File: src/rtl/core_halt_dump_monitor.sv
// End-of-run monitor: detects halt word or watchdog expiry, snapshots the register file, streams it out.
// Latency: DUMP entered the cycle after detection; one register per accepted beat, NREGS beats minimum.
// Backpressure: dump_valid/dump_idx/dump_data hold while dump_ready is low; nothing is dropped or skipped.
module core_halt_dump_monitor #(
    parameter int          XLEN       = 32,
    parameter int          NREGS      = 32,
    parameter logic [31:0] HALT_INSTR = 32'h0,
    parameter int          CNT_W      = 32,
    parameter longint      MAX_CYCLES = 1_000_000,
    localparam int         IDX_W      = $clog2(NREGS)
) (
    input  logic                  clk,
    input  logic                  rst,
    input  logic                  instr_valid,
    input  logic [31:0]           instr,
    input  logic [NREGS*XLEN-1:0] regs,
    input  logic                  dump_ready,
    output logic                  dump_valid,
    output logic [IDX_W-1:0]      dump_idx,
    output logic [XLEN-1:0]       dump_data,
    output logic                  halted,
    output logic                  timeout,
    output logic                  done,
    output logic [CNT_W-1:0]      cycle_cnt,
    output logic [CNT_W-1:0]      instr_cnt
);

    typedef enum logic [1:0] {
        S_RUN  = 2'd0,
        S_DUMP = 2'd1,
        S_DONE = 2'd2
    } state_t;

    // Watchdog fires on the edge where the counter still shows MAX_CYCLES-1,
    // so exactly MAX_CYCLES RUN cycles elapse before DUMP.
    localparam logic [CNT_W-1:0] WDOG_LAST = CNT_W'(MAX_CYCLES - 1);
    localparam logic [IDX_W-1:0] LAST_IDX  = IDX_W'(NREGS - 1);

    state_t                  state;
    state_t                  state_nxt;
    logic [NREGS*XLEN-1:0]   snap;
    logic                    hit_halt;
    logic                    hit_wdog;
    logic                    stop_vld;
    logic                    beat_acc;
    logic                    last_beat;

    assign hit_halt  = instr_valid && (instr == HALT_INSTR);
    assign hit_wdog  = (MAX_CYCLES != 0) && (cycle_cnt == WDOG_LAST);
    assign stop_vld  = (state == S_RUN) && (hit_halt || hit_wdog);
    assign beat_acc  = (state == S_DUMP) && dump_ready;
    assign last_beat = (dump_idx == LAST_IDX);

    // Next-state: RUN until halt/watchdog, DUMP until the last beat is taken, DONE until reset.
    always_comb begin
        state_nxt = state;
        case (state)
            S_RUN:   if (hit_halt || hit_wdog) state_nxt = S_DUMP;
            S_DUMP:  if (beat_acc && last_beat) state_nxt = S_DONE;
            S_DONE:  state_nxt = S_DONE;
            default: state_nxt = S_RUN;
        endcase
    end

    // State register; reset overrides any pending halt or beat.
    always_ff @(posedge clk) begin
        if (rst) state <= S_RUN;
        else     state <= state_nxt;
    end

    // Saturating run counters, frozen once the core has stopped; the halt word itself is not counted.
    always_ff @(posedge clk) begin
        if (rst) begin
            cycle_cnt <= '0;
            instr_cnt <= '0;
        end else if (state == S_RUN) begin
            if (cycle_cnt != '1)
                cycle_cnt <= cycle_cnt + 1'b1;
            if (instr_valid && !hit_halt && (instr_cnt != '1))
                instr_cnt <= instr_cnt + 1'b1;
        end
    end

    // Register-file snapshot and stop cause, captured on the detection edge; a halt beats the watchdog.
    always_ff @(posedge clk) begin
        if (rst) begin
            snap    <= '0;
            timeout <= 1'b0;
        end else if (stop_vld) begin
            snap    <= regs;
            timeout <= !hit_halt;
        end
    end

    // Beat index advances only on an accepted beat.
    always_ff @(posedge clk) begin
        if (rst)
            dump_idx <= '0;
        else if (beat_acc)
            dump_idx <= last_beat ? '0 : dump_idx + 1'b1;
    end

    assign dump_valid = (state == S_DUMP);
    assign halted     = (state != S_RUN);
    assign done       = (state == S_DONE);
    // x0 is architecturally zero regardless of what the core drives on its slot.
    assign dump_data  = (dump_valid && (dump_idx != '0)) ? snap[dump_idx*XLEN +: XLEN] : '0;

endmodule

File: config.mk
export PLATFORM = sky130hd
export DESIGN_NAME = core_halt_dump_monitor
export DESIGN_NICKNAME = d
export VERILOG_FILES = /design/src/rtl/core_halt_dump_monitor.sv
export SDC_FILE = /design/constraint.sdc
export NUM_CORES = 2
export LEC_CHECK = 0
export ABC_AREA = 1
export BUFFER_PORTS_ARGS = -buffer_cell sky130_fd_sc_hd__buf_2
export CORE_AREA = 3 3 457 459
export DETAILED_ROUTE_END_ITERATION = 7
export DIE_AREA = 0 0 460 462
export PLACE_DENSITY_LB_ADDON = 0.3
export SLEW_MARGIN = 20
export SYNTH_ARGS = -nofsm -noshare
export SYNTH_HDL_FRONTEND = slang
export SYNTH_SLANG_ARGS = --single-unit
export TNS_END_PERCENT = 50
File: constraint.sdc
create_clock -name clk -period 3.3 [get_ports clk]
set_input_delay 0.66 -clock clk [delete_from_list [all_inputs] [get_ports clk]]
set_output_delay 0.66 -clock clk [all_outputs]
set_load 0.03 [all_outputs]
Yosys cells after proc, flatten, opt, wreduce, memory -nomap -nowiden
Cells that the tools add are included.

Word-level logic and storage cells: 39. Input port bits: 1060. Bits in registers: 1096. Output and inout bits: 105.

Mux-type cells: 5. Shifts and indexed selects: 1. Add/sub/neg operators: 3. Reduce and logical (&&, ||, !) cells: 16. Equal/unequal tests: 8.

Operator list (number): $shiftx A1024 B11 Y32 (1); $add A32 B1 Y32 const B (2); $ne A32 B32 Y1 const B (2); $eq A32 B20 Y1 const B (1); $logic_not A32 Y1 (1); $mux W32 (1); $logic_and A1 B1 Y1 (7); $pmux W2 S3 (1); $reduce_and A2 Y1 (3); $add A5 B1 Y5 const B (1); $eq A5 B5 Y1 const B (1); $mux W5 (1); $reduce_bool A5 Y1 (1); $mux W2 (2); $eq A2 B1 Y1 const B (1); $eq A2 B2 Y1 const B (1); $logic_not A2 Y1 (1); $ne A2 B1 Y1 const B (1); $ne A2 B2 Y1 const B (1); $reduce_bool A2 Y1 (1); $logic_not A1 Y1 (1); $logic_or A1 B1 Y1 (1).

Longest topological paths before layout
Depth after elaboration: 6. Gate-level depth with buffers: 14. Gate-level depth less buffers: 12.

Least setup slack after synthesis
No wires, ideal clock.

Path kind: reg-to-output. Start point: reg dump_idx[0]. End point: out dump_data[9]. Path slack: -1 ps. Path buffers: 5. Data required time: 2640 ps. Cell stages (with the launch flop): 11. Data arrival time: 2641 ps. Cell sequence: dfxtp_1 buf_2 inv_2 buf_2 buf_2 buf_2 ha_1 a31oi_1 clkbuf_1 o21ai_0 a21oi_1.

Longest elaborated chain between the ends: 3. Elaborated cells between the ends (all ways): 4. Those cells by class: shift: 1; mux: 1; reduce/logical: 2.

RTL lines: start, declared (line 19) `output logic [IDX_W-1:0] dump_idx,`; start signal, assigned (line 100) `dump_idx <= last_beat ? '0 : dump_idx + 1'b1;`; parallel branches: the longest is 2 deep, another holds $shiftx A1024 B11 Y32; $mux W32 * (line 107) `assign dump_data = (dump_valid && (dump_idx != '0)) ? snap[dump_idx*XLEN +: XLEN] : '0;`; end, declared (line 20) `output logic [XLEN-1:0] dump_data,`.

Mark *: on every way between the ends.

Final worst setup path
Start point: reg dump_idx[0]. End point: out dump_data[0].

Same word-level chain as after synthesis.

==> impl_metrics.json <==
{
  "via_count": 55219,
  "drcViolationCount": 0,
  "row_count": 166,
  "wl_um": 281000,
  "cp_slowest_cell": "dfxtp_4",
  "synth.area.top_cells": "dfxtp_1 45%, nor2_1 22%, o21ai_0 17%",
  "multiInputGateArea_um2": 25200,
  "die_h_um": 462,
  "syn_area_per_cell_um2": 6.71,
  "clkPwrFrac_pct": 51.3,
  "core_area_um2": 205000,
  "synth_warnings": 0,
  "place.gp.congestion": 0.923,
  "grt_pass1_vias": 52068,
  "crit_buf_inv": 5,
  "tns_ps": -14470,
  "nFillCells": 22190,
  "clockBufferDepth": 3,
  "power_frac_comb_pct": 5.1,
  "root_buffer": "clkbuf_16",
  "violations": "negative setup slack",
  "grt_use_total_pct": 25.0,
  "io_pins": 1165,
  "slew-limit-headroom_pct": 44.3,
  "dp_cells": 10874,
  "seq_area_frac_synth_pct": 45.3,
  "insertion_delay_ps": 810,
  "hold_path.class": "input pin to register",
  "crit_arrival_ps": 3220,
  "drt_iter0_markers": 5833,
  "netlist_area_um2": 48400,
  "setup_slack_ps": -575,
  "grt_max_degree": 158,
  "syn_nets": 8276,
  "p_sw_share_pct": 24.0,
  "hold_viol": 0,
  "p_leak_nw": 26.9,
  "seq_area_um2": 21900,
  "dieWidth_um": 460,
  "finalMaxSlewViolations": 0,
  "p_sw_mw": 7.28,
  "clk_pin_slew_ps": 60,
  "worstPathCellList": "buf_12, inv_12, bufbuf_16, nor2_1, o22ai_1, nand2_1, nand3_1, nor3_1, nor2_1, buf_4, buf_4",
  "fmax_ghz": 0.258,
  "status": "complete, but fails checks",
  "cts_buffers": 133,
  "cts_tree": "yes",
  "detail-route-antenna-nets": 0,
  "dpl-instance-area_um2": 59100,
  "drive_above_1_share_pct": 24.4,
  "pwr-share-seq_pct": 43.6,
  "final_cell_mix": "2782 x nor2_1, 1511 x o21ai_0, 1133 x buf_2, 1093 x dfxtp_1, 483 x nand2_1",
  "tightest_slew_ps": 827,
  "vias_per_cell": 4.92,
  "finalPower_mw": 30.4,
  "required_ps": 2640,
  "dr.pass1.iters": 6,
  "start_kind": "register",
  "cts_hold_buffers": 0,
  "overflow": 0,
  "die-area_um2": 213000,
  "hpwl_um": 215000,
  "powerDensity_nw_per_um2": 454,
  "min_period_ps": 3880,
  "setup_viol": 32,
  "ir_drop_mv": 0.509,
  "portBuffers": 1164,
  "syn_inst": 7208,
  "synth_top_area_share_pct": 45.3,
  "cap_violations": 0,
  "initial_core_util_pct": 23.6,
  "area_delta_synth_final_pct": 38.2,
  "fin_area_um2": 66900,
  "crit_family": "buffers and inverters",
  "final_util_pct": 32.7,
  "synth_cell_types": 33,
  "layout_commonest_cell": "nor2_1",
  "yosys.area.top_type": "dfxtp_1",
  "grt_pass1_wl_um": 382000,
  "ys_seq_elements": 1096,
  "htree_num_levels": 4,
  "critPathKind": "register to output port",
  "worstSetupEndpointType": "output port",
  "max_stage_delay_ps": 370,
  "rsz0062_at_grt": "yes",
  "skew_ps": 22.4,
  "clock_sinks": 1096,
  "wl_per_cell_um": 25.0,
  "internal_power_mw": 23.1,
  "final_nets": 9446,
  "critPathMaxFanout": 14,
  "stdcell_count": 11227,
  "antenna_found_initial": 140,
  "min_period_over_period_pct": 117
}
-- cell usage after synthesis --
master / number
nor2_1: 2820
o21ai_0: 1622
dfxtp_1: 1096
nand2_1: 510
clkbuf_1: 389
o22ai_1: 173
buf_2: 114
nand3_1: 104
a21oi_1: 96
inv_1: 70
nor3_1: 41
buf_4: 36
xor2_1: 22
buf_1: 20
nand4_1: 19
o21ai_1: 15
a22o_1: 12
nand3b_1: 12
buf_6: 8
ha_1: 8
inv_2: 5
a31oi_1: 2
clkinv_1: 2
nand2_2: 2
xnor2_1: 2
a211oi_1: 1
a21boi_0: 1
a221oi_1: 1
nand2_4: 1
nor2_2: 1
nor3_2: 1
nor3b_1: 1
o21bai_1: 1
-- worst paths after layout --
kind	from	to	slack [ps]	depth (start not counted)
hold / removal	regs[795]	snap[795]	100	3
setup / recovery	dump_idx[0]	dump_data[0]	-580	11
setup reg to reg	cycle_cnt[1]	snap[948]	280	12
hold reg to reg	snap[205]	snap[205]	470	2
-- registers in the layout, indices dropped and copies added (netlist names) --
register	count
snap	1024
cycle_cnt	32
instr_cnt	32
dump_idx	5
state	2
timeout	1
-- layer usage --
metal	up-vias	GRT usage, %	share of wire (%)
li1	26031	-	-
met1	26268	33.4	43
met5	-	0	0.21
met3	448	7.22	9.6
met2	2376	38.6	43
met4	96	8.49	3.5
-- power groups by stage --
stage / clock network, mW / registers, mW / logic [mW]
2_1_floorplan: 0 / 13.5 / 0.416
3_3_place_gp: 0 / 13.5 / 1.55
3_5_place_dp: 0 / 13.5 / 1.55
4_1_cts: 15.8 / 13.2 / 1.56
5_1_grt: 16.4 / 13.2 / 1.67
6_report: 15.6 / 13.2 / 1.56
-- area by class of cell --
cell class	instances	area share (%)
diodes	60	0.224
clock buffers	185	5.57
clock inverters	51	1.27
inverters	77	0.497
multi-input cells	5468	37.6
flip-flops and latches	1096	32.8
well taps	2688	5.03
repair buffers	1601	16.9
repair inverters	1	0.0243
-- worst reg2reg max path, stage by stage, from the launching register on --
cell and delay, ps:
dfxtp_1 390, ha_1 200, nand3_1 150, inv_2 100, nand3_1 190, nor2_1 170, nand2_1 110, nand2_2 140
nand2_8 100, buf_12 220, buf_4 300, o21ai_0 710, nor2_1 70
-- per-stage QoR --
stage          setup slack, ps  hold WS (ps)
2_1_floorplan             26.0           449
3_3_place_gp              -440           458
3_5_place_dp              -454           466
4_1_cts                   -636          47.8
5_1_grt                   -650          85.3
6_report                  -575           102
-- cell families after synthesis --
logic type                 count (synthesis)  synth area share [%]
xor gates and xnor gates                  24                 0.434
adders and majority gates                  8                 0.207
AOI/OAI and AO/OA                       1924                  20.5
buffers and inverters                    644                  5.69
DFF                                     1096                  45.3
and+or+nand+nor                         3512                  27.9
-- what timing repair did --
item / in CTS / in global routing
setup endpoints to repair: 32 / 32
cloned: 17 / 13
buffers inserted: 21 / 14
pin swaps: 26 / 49
gates resized for setup: 300 / 255
(Power assumes the default switching activity.)
